**src/rtl/pll_scan_pkg.sv**
```systemverilog
// Shared types and defaults for the PLL reconfiguration sequencer.
//   state_e    : sequencer FSM states
//   Def*       : default timing/length parameters
//   cnt_width  : bits needed to hold 0..max_val inclusive
package pll_scan_pkg;

  typedef enum logic [2:0] {
    StIdle,
    StFetch,
    StDrain,
    StUpdate,
    StWaitDone,
    StAwaitReset,
    StWaitLock
  } state_e;

  localparam int unsigned AddrW              = 8;
  localparam int unsigned DefScanLen         = 144;
  localparam int unsigned DefRomLatency      = 2;
  localparam int unsigned DefScandoneTimeout = 1024;
  localparam int unsigned DefResetCycles     = 16;
  localparam int unsigned DefLockTimeout     = 1048576;

  // ceil(log2(max_val + 1)), at least 1
  function automatic int unsigned cnt_width(input int unsigned max_val);
    int unsigned w;
    w = 1;
    while ((longint'(1) << w) <= longint'(max_val)) w++;
    return w;
  endfunction

endpackage

```
**src/rtl/pll_scan_ctrl_if.sv**
```systemverilog
// Signal bundle between the sequencer, the reconfiguration ROM, the PLL scan port
// and the video-mode control logic.
//   master : sequencer side (drives ROM address/enable, scan chain, PLL reset, status)
//   slave  : environment side (drives start, rom_q, scandone, locked)
interface pll_scan_ctrl_if;
  import pll_scan_pkg::*;

  logic             start;
  logic             busy;
  logic             done;
  logic             error;
  logic [AddrW-1:0] rom_address;
  logic             rom_read_ena;
  logic             rom_q;
  logic             pll_scanclkena;
  logic             pll_scandata;
  logic             pll_configupdate;
  logic             pll_scandone;
  logic             pll_areset;
  logic             pll_locked;

  modport master (
    input  start, rom_q, pll_scandone, pll_locked,
    output busy, done, error, rom_address, rom_read_ena,
           pll_scanclkena, pll_scandata, pll_configupdate, pll_areset
  );

  modport slave (
    output start, rom_q, pll_scandone, pll_locked,
    input  busy, done, error, rom_address, rom_read_ena,
           pll_scanclkena, pll_scandata, pll_configupdate, pll_areset
  );

endinterface

```
**src/rtl/sync_delay.sv**
```systemverilog
// N-stage shift register, cleared by reset. Used both as a pipeline alignment
// line and as a multi-flop synchroniser.
//   clk_i, rst_i : clock, asynchronous active-high reset
//   d_i          : input bit
//   q_o          : input delayed by Stages cycles
module sync_delay #(
  parameter int unsigned Stages = 2
) (
  input  logic clk_i,
  input  logic rst_i,
  input  logic d_i,
  output logic q_o
);

  logic [Stages-1:0] stage_q;

  always_ff @(posedge clk_i or posedge rst_i) begin
    if (rst_i) begin
      stage_q <= '0;
    end else begin
      stage_q <= (stage_q << 1) | Stages'(d_i);
    end
  end

  assign q_o = stage_q[Stages-1];

endmodule

```
**src/rtl/pll_scan_ctrl.sv**
```systemverilog
// Run-time PLL reprogramming sequencer: reads ScanLen bits from the reconfiguration
// ROM, shifts them into the PLL scan chain, strobes configupdate, waits for scandone,
// pulses the PLL reset and waits for lock.
//   clk_i, rst_i : clock, asynchronous active-high reset
//   ctrl_io      : ROM, PLL scan/reset and status signals (master side)
module pll_scan_ctrl
  import pll_scan_pkg::*;
#(
  parameter int unsigned ScanLen         = DefScanLen,
  parameter int unsigned RomLatency      = DefRomLatency,
  parameter int unsigned ScandoneTimeout = DefScandoneTimeout,
  parameter int unsigned ResetCycles     = DefResetCycles,
  parameter int unsigned LockTimeout     = DefLockTimeout
) (
  input  logic            clk_i,
  input  logic            rst_i,
  pll_scan_ctrl_if.master ctrl_io
);

  localparam int unsigned CntMax =
      (LockTimeout > ScandoneTimeout) ?
      ((LockTimeout > ResetCycles) ? LockTimeout : ResetCycles) :
      ((ScandoneTimeout > ResetCycles) ? ScandoneTimeout : ResetCycles);
  localparam int unsigned CntW = cnt_width(CntMax);

  state_e           state_q, state_d;
  logic [AddrW-1:0] addr_q, addr_d;
  logic [CntW-1:0]  cnt_q, cnt_d, cnt_inc;
  logic             pending_q, pending_d;
  logic             error_q, error_d;
  logic             done_q, done_d;
  logic             scandone_q;
  logic             scanclkena_q, scandata_q;
  logic             rd_en, rd_en_dly, locked_sync;
  logic             scandone_rise;

  // Read enable delayed to line up with the ROM's returned data.
  sync_delay #(.Stages(RomLatency)) u_rd_align (
    .clk_i (clk_i),
    .rst_i (rst_i),
    .d_i   (rd_en),
    .q_o   (rd_en_dly)
  );

  sync_delay #(.Stages(2)) u_lock_sync (
    .clk_i (clk_i),
    .rst_i (rst_i),
    .d_i   (ctrl_io.pll_locked),
    .q_o   (locked_sync)
  );

  assign rd_en         = (state_q == StFetch);
  assign cnt_inc       = cnt_q + CntW'(1);
  assign scandone_rise = ctrl_io.pll_scandone & ~scandone_q;

  always_comb begin
    state_d   = state_q;
    addr_d    = addr_q;
    cnt_d     = cnt_q;
    pending_d = pending_q;
    error_d   = error_q;
    done_d    = 1'b0;

    // Starts while busy merge into one pending request; this also covers a start
    // arriving on the completion cycle.
    if (ctrl_io.start && (state_q != StIdle)) pending_d = 1'b1;

    unique case (state_q)
      StIdle: begin
        if (ctrl_io.start || pending_q) begin
          state_d   = StFetch;
          addr_d    = '0;
          error_d   = 1'b0;
          pending_d = 1'b0;
        end
      end
      StFetch: begin
        if (addr_q == AddrW'(ScanLen - 1)) state_d = StDrain;
        else                               addr_d  = addr_q + AddrW'(1);
      end
      StDrain: begin
        // Delayed enable has gone low while the final bit sits on the scan port.
        if (!rd_en_dly && scanclkena_q) begin
          state_d = StUpdate;
          cnt_d   = '0;
        end
      end
      StUpdate: begin
        // The scandone timeout counts from the configupdate cycle itself.
        state_d = StWaitDone;
        cnt_d   = cnt_inc;
      end
      StWaitDone: begin
        if (scandone_rise) begin
          state_d = StAwaitReset;
          cnt_d   = '0;
        end else if (cnt_inc == CntW'(ScandoneTimeout)) begin
          state_d = StIdle;
          error_d = 1'b1;
        end else begin
          cnt_d = cnt_inc;
        end
      end
      StAwaitReset: begin
        if (cnt_q == CntW'(ResetCycles - 1)) begin
          state_d = StWaitLock;
          cnt_d   = '0;
        end else begin
          cnt_d = cnt_inc;
        end
      end
      StWaitLock: begin
        if (locked_sync) begin
          state_d = StIdle;
          done_d  = 1'b1;
        end else if (cnt_inc == CntW'(LockTimeout)) begin
          state_d = StIdle;
          error_d = 1'b1;
        end else begin
          cnt_d = cnt_inc;
        end
      end
      default: state_d = StIdle;
    endcase
  end

  always_ff @(posedge clk_i or posedge rst_i) begin
    if (rst_i) begin
      state_q      <= StIdle;
      addr_q       <= '0;
      cnt_q        <= '0;
      pending_q    <= 1'b0;
      error_q      <= 1'b0;
      done_q       <= 1'b0;
      scandone_q   <= 1'b0;
      scanclkena_q <= 1'b0;
      scandata_q   <= 1'b0;
    end else begin
      state_q      <= state_d;
      addr_q       <= addr_d;
      cnt_q        <= cnt_d;
      pending_q    <= pending_d;
      error_q      <= error_d;
      done_q       <= done_d;
      scandone_q   <= ctrl_io.pll_scandone;
      scanclkena_q <= rd_en_dly;
      scandata_q   <= rd_en_dly & ctrl_io.rom_q;
    end
  end

  assign ctrl_io.rom_read_ena     = rd_en;
  assign ctrl_io.rom_address      = rd_en ? addr_q : '0;
  assign ctrl_io.pll_scanclkena   = scanclkena_q;
  assign ctrl_io.pll_scandata     = scandata_q;
  assign ctrl_io.pll_configupdate = (state_q == StUpdate);
  assign ctrl_io.pll_areset       = (state_q == StAwaitReset);
  assign ctrl_io.busy             = (state_q != StIdle);
  assign ctrl_io.done             = done_q;
  assign ctrl_io.error            = error_q;

endmodule

```
**src/flat_wrapper.sv**
```systemverilog
// flat-port wrapper written by rule: the top's interface ports become plain ports
module pll_scan_ctrl_flat import pll_scan_pkg::*;
#(
  parameter int unsigned ScanLen         = DefScanLen,
  parameter int unsigned RomLatency      = DefRomLatency,
  parameter int unsigned ScandoneTimeout = DefScandoneTimeout,
  parameter int unsigned ResetCycles     = DefResetCycles,
  parameter int unsigned LockTimeout     = DefLockTimeout
)
  (clk_i, rst_i, ctrl_io_start, ctrl_io_rom_q, ctrl_io_pll_scandone, ctrl_io_pll_locked, ctrl_io_busy, ctrl_io_done, ctrl_io_error, ctrl_io_rom_address, ctrl_io_rom_read_ena, ctrl_io_pll_scanclkena, ctrl_io_pll_scandata, ctrl_io_pll_configupdate, ctrl_io_pll_areset);
  pll_scan_ctrl_if ctrl_io_i ();
  input  logic clk_i;
  input  logic rst_i;
  input wire logic [$bits(ctrl_io_i.start)-1:0] ctrl_io_start;
  input wire logic [$bits(ctrl_io_i.rom_q)-1:0] ctrl_io_rom_q;
  input wire logic [$bits(ctrl_io_i.pll_scandone)-1:0] ctrl_io_pll_scandone;
  input wire logic [$bits(ctrl_io_i.pll_locked)-1:0] ctrl_io_pll_locked;
  output wire logic [$bits(ctrl_io_i.busy)-1:0] ctrl_io_busy;
  output wire logic [$bits(ctrl_io_i.done)-1:0] ctrl_io_done;
  output wire logic [$bits(ctrl_io_i.error)-1:0] ctrl_io_error;
  output wire logic [$bits(ctrl_io_i.rom_address)-1:0] ctrl_io_rom_address;
  output wire logic [$bits(ctrl_io_i.rom_read_ena)-1:0] ctrl_io_rom_read_ena;
  output wire logic [$bits(ctrl_io_i.pll_scanclkena)-1:0] ctrl_io_pll_scanclkena;
  output wire logic [$bits(ctrl_io_i.pll_scandata)-1:0] ctrl_io_pll_scandata;
  output wire logic [$bits(ctrl_io_i.pll_configupdate)-1:0] ctrl_io_pll_configupdate;
  output wire logic [$bits(ctrl_io_i.pll_areset)-1:0] ctrl_io_pll_areset;
  assign ctrl_io_i.start = ctrl_io_start;
  assign ctrl_io_i.rom_q = ctrl_io_rom_q;
  assign ctrl_io_i.pll_scandone = ctrl_io_pll_scandone;
  assign ctrl_io_i.pll_locked = ctrl_io_pll_locked;
  assign ctrl_io_busy = ctrl_io_i.busy;
  assign ctrl_io_done = ctrl_io_i.done;
  assign ctrl_io_error = ctrl_io_i.error;
  assign ctrl_io_rom_address = ctrl_io_i.rom_address;
  assign ctrl_io_rom_read_ena = ctrl_io_i.rom_read_ena;
  assign ctrl_io_pll_scanclkena = ctrl_io_i.pll_scanclkena;
  assign ctrl_io_pll_scandata = ctrl_io_i.pll_scandata;
  assign ctrl_io_pll_configupdate = ctrl_io_i.pll_configupdate;
  assign ctrl_io_pll_areset = ctrl_io_i.pll_areset;
  pll_scan_ctrl #(.ScanLen(ScanLen), .RomLatency(RomLatency), .ScandoneTimeout(ScandoneTimeout), .ResetCycles(ResetCycles), .LockTimeout(LockTimeout)) u_core (.clk_i(clk_i), .rst_i(rst_i), .ctrl_io(ctrl_io_i));
endmodule
```
**config.mk**
```make
export PLATFORM = sky130hd
export DESIGN_NAME = pll_scan_ctrl_flat
export DESIGN_NICKNAME = d
export VERILOG_FILES = /design/src/rtl/pll_scan_pkg.sv /design/src/rtl/pll_scan_ctrl_if.sv /design/src/rtl/sync_delay.sv /design/src/rtl/pll_scan_ctrl.sv /design/src/flat_wrapper.sv
export SDC_FILE = /design/constraint.sdc
export NUM_CORES = 1
export LEC_CHECK = 0
export ABC_AREA = 0
export CORE_MARGIN = 3
export CORE_UTILIZATION = 46
export DETAILED_ROUTE_END_ITERATION = 8
export PLACE_DENSITY_LB_ADDON = 0.25
export SETUP_SLACK_MARGIN = 0.02
export SLEW_MARGIN = 10
export SYNTH_ARGS = -nofsm -noshare
export SYNTH_HDL_FRONTEND = slang
export SYNTH_SLANG_ARGS = --single-unit
```
**constraint.sdc**
```tcl
create_clock -name clk_i -period 3.24 [get_ports clk_i]
set_input_delay 0.324 -clock clk_i [delete_from_list [all_inputs] [get_ports clk_i]]
set_output_delay 0.324 -clock clk_i [all_outputs]
set_load 0.005 [all_outputs]
```
==> results of run 1 <==
[power by group through the flow]
stage          clock [mW]  combinational (mW)  sequential [mW]
4_1_cts             0.420               0.792            0.698
2_1_floorplan           0               0.558            0.668
5_1_grt             0.446               0.889            0.717
6_report            0.417               0.802            0.698
3_3_place_gp            0               0.782            0.707
3_5_place_dp            0               0.788            0.708
[Yosys cell counts (8+ instances only)]
library cell | n | area share, %
and3_1 | 8 | 2.0
nor3_1 | 10 | 2.0
dfrtp_1 | 42 | 41
inv_1 | 9 | 1.3
and2_1 | 10 | 2.4
o31ai_1 | 13 | 3.8
clkbuf_1 | 12 | 1.8
nor2_1 | 28 | 4.1
o21ai_0 | 38 | 7.4
nand3_1 | 15 | 2.9
nand2_1 | 23 | 3.4
buf_2 | 8 | 1.6
nor4_1 | 8 | 2.0
[final cells by class]
cell class / count / area (µm²) / share of cell area [%]
multi-input cells: 235 / 1400 / 46.8
flip-flops and latches: 42 / 1050 / 35.2
repair buffers: 34 / 308 / 10.3
well taps: 70 / 87.6 / 2.93
clock buffers: 6 / 72.6 / 2.43
clock inverters: 2 / 37.5 / 1.26
inverters: 9 / 33.8 / 1.13
[metrics by stage]
| stage | util, % | hold slack (ns) | power (mW) | instance area (µm²) |
|---|---|---|---|---|
| floorplan | - | 0.331 | 1.23 | 2560 |
| global placement | 54.6 | 0.332 | 1.49 | 2860 |
| detailed placement | 54.6 | 0.335 | 1.50 | 2860 |
| CTS | 56.7 | 0.347 | 1.91 | 2970 |
| global route | 57.0 | 0.359 | 2.05 | 2990 |
| finish | 57.0 | 0.347 | 1.92 | 2990 |
[path summary, 6_finish.rpt]
check                                                  start                      endpoint  slack (ns)
worst max-delay path                         u_core.cnt_q[0]             u_core.state_q[1]        0.22
worst min-delay path            u_core.u_rd_align.stage_q[0]  u_core.u_rd_align.stage_q[1]        0.35
worst max register to register               u_core.cnt_q[0]             u_core.state_q[1]        0.22
worst min register to register  u_core.u_rd_align.stage_q[0]  u_core.u_rd_align.stage_q[1]        0.35
max in group asynchronous                              rst_i              u_core.cnt_q[10]        2.41
min in group asynchronous                              rst_i               u_core.cnt_q[2]        0.47
[repair_timing]
action	4_1_cts	5_1_grt
resized for setup	0	3
setup endpoints to repair	0	3
hold endpoints to repair	0	0
[routing by layer]
layer	vias to the layer above	wire length [µm]
met5	-	0
met4	0	27
met3	4	395
met2	84	2870
met1	1130	2810
li1	1167	-
[worst reg2reg max path: cells and delay by family, from the launching register on]
family                   cells  cell delay (ns)
AND/OR/NAND/NOR              5             1.50
flip-flops                   1             0.36
adder cells (fa/ha/maj)      1             0.23
buffers and inverters        1             0.19
AO/OA/AOI/OAI                3             0.61
[sequential cells by signal, indices dropped and copies added (netlist names)]
signal,flops
u_core.ctrl_io.error,1
u_core.ctrl_io.pll_scanclkena,1
u_core.u_rd_align.stage_q,2
u_core.u_lock_sync.stage_q,2
u_core.scandone_q,1
u_core.ctrl_io.pll_scandata,1
u_core.cnt_q,21
u_core.ctrl_io.done,1
u_core.addr_q,8
u_core.pending_q,1
u_core.state_q,3
[cell families after synthesis]
group | after synthesis
xor+xnor | 6
simple gates | 140
fa+ha+maj | 2
mux | 2
compound gates | 85
flops | 42
buf+inv | 30
==> results by group, run 1 <==
Detailed routing
  – Drt pass-1 iters: 5
  – DR iter-0 viols: 212
  – Residual DRC: 0
  – Vias/cell: 5.99
  – Avg WL per Cell: 15.3 µm
  – Routed Antenna Nets: 0
  – Via count: 2385
  – Wirelength, routed: 6100 µm

Timing
  – Final worst-path cycle share: 93.1%
  – Setup Skew: 0.00864 ns
  – Least-Margin Pin Slew: 0.547 ns
  – Max-slew headroom: 63.2%
  – Total negative slack: 0 ns
  – Achievable frequency: 332 MHz
  – Final Max Slew Viols: 0
  – RSZ-0062 raised after global routing: no
  – Final setup violation count: 0
  – Setup ws final: 0.224 ns
  – Final hold vios: 0
  – Minimum clock period: 3.02 ns

Critical path
  – Top delay family on crit path: simple AND/OR/NAND/NOR gates
  – Cells on worst reg2reg path: 10
  – Worst Path Arrival: 3.19 ns
  – CP bufs+invs: 1
  – Worst setup SP type: flip-flop
  – Slowest stage delay, CP: 0.57 ns
  – CP Cell Sequence: ha_1 > nand3_1 > buf_4 > or3_1 > nor2_1 > a221oi_1 > or4_1 > nor2b_1 > o41ai_1 > o31ai_1
  – CP Data Required Time: 3.41 ns
  – CP Max Fanout: 6
  – Critical-path top delay cell: or4_1
  – CP Class: reg2reg
  – Levels on crit path: 10
  – Critical path capture point type: flip-flop

Layout
  – Fill cells: 479
  – Layout cells sized above 1: 8.23%
  – Layout Nets: 335
  – Commonest non-fill, non-tap cell in the layout: dfrtp_1
  – Most frequent cells in the layout: 42 x dfrtp_1, 38 x o21ai_0, 28 x nor2_1, 23 x nand2_1, 21 x clkdlybuf4s50_1
  – P&R area growth vs syn: 16.8%
  – Post-Layout Cell Count: 398
  – Antenna diodes: 0

Global routing
  – GR Util met1: 29.5%
  – Met3 Use GR: 4.15%
  – Layer with the highest usage: met2
  – Largest net degree at the start of global routing: 43
  – First-pass GRT wire length: 10300 µm
  – Met2 usage: 30.2%
  – All-Layer GR Usage: 20.0%
  – Global route overflow: 0
  – Antenna violations before repair: 0
  – Vias in the first global route: 2099

Hold path
  – Hold crit path type: reg2reg
  – Worst hold stages: 0

Place
  – Pre-CTS setup slack: 0.122 ns
  – DP Cell Count: 390
  – Port bufs: 21
  – RePlAce Congestion: 0.903
  – Hpwl dp: 4270 µm

Logic synthesis
  – Synth warnings: 0
  – Sequential area share after synthesis: 41.1%
  – Post-synth ARST share: 100%
  – Netlist cell types: 45
  – Compound-Gate Fraction of Synth Area: 20.8%
  – Synth Flop Type: dfrtp_1
  – XOR/XNOR Fraction of Synth Area: 2.06%
  – Adder-cell share of the synthesized area: 0.979%
  – Mapped Cells: 307
  – EDFF count, synth: 0
  – Synthesized flop and latch total: 42
  – Multiplexer share of the synthesized area: 0.783%
  – Main combinational cell family by area after synthesis: simple AND/OR/NAND/NOR gates
  – Synth Cell Area: 0.00256 mm²
  – Mean Syn Cell Area: 8.33 µm²
  – Syn Nets: 315
  – Simple-gate portion of the synthesized area: 29.3%

Pwr
  – Worst VDD drop: 0.455 mV
  – Switch Pwr: 0.769 mW
  – Seq pwr share: 36.4%
  – Sw Ratio: 40.1%
  – PwrDens: 642 mW/mm²
  – Leak pwr: 1.20 nW
  – Combinational power share: 41.9%
  – Clk pwr share: 21.7%
  – Power Internal: 1.15 mW

Clocking
  – Longest Clk Path Bufs: 2
  – Clk Tree Root Cell: clkbuf_8
  – Skew-Pair Late Insertion Delay: 0.29 ns
  – TritonCTS Buffers: 5
  – Sink Count: 42
  – Post CTS Setup Buffer Count: 0
  – Hold_buf cts: 0
  – CTS tree: yes
  – CTS clk-pin slew, worst paths: 0.09 ns
  – CTS H-Tree Depth: 2

Flow run
  – Max cap viols: 0

Floorplan
  – Die Ht: 80.5 µm
  – Core area: 0.00524 mm²
  – Initial Util: 48.8%
  – IO Pins: 22
  – # rows: 26
  – Die area: 0.00649 mm²
  – Die width: 80.5 µm

Outcome
  – Outcome: complete, no violations
Power figures use the tool's default switching activity.
==> run 2: changes to the inputs <==
GPL_TIMING_DRIVEN = 1   (was unset)
==> results of run 2 <==
The final DEF is identical to that of run 1; final timing and power are the same.
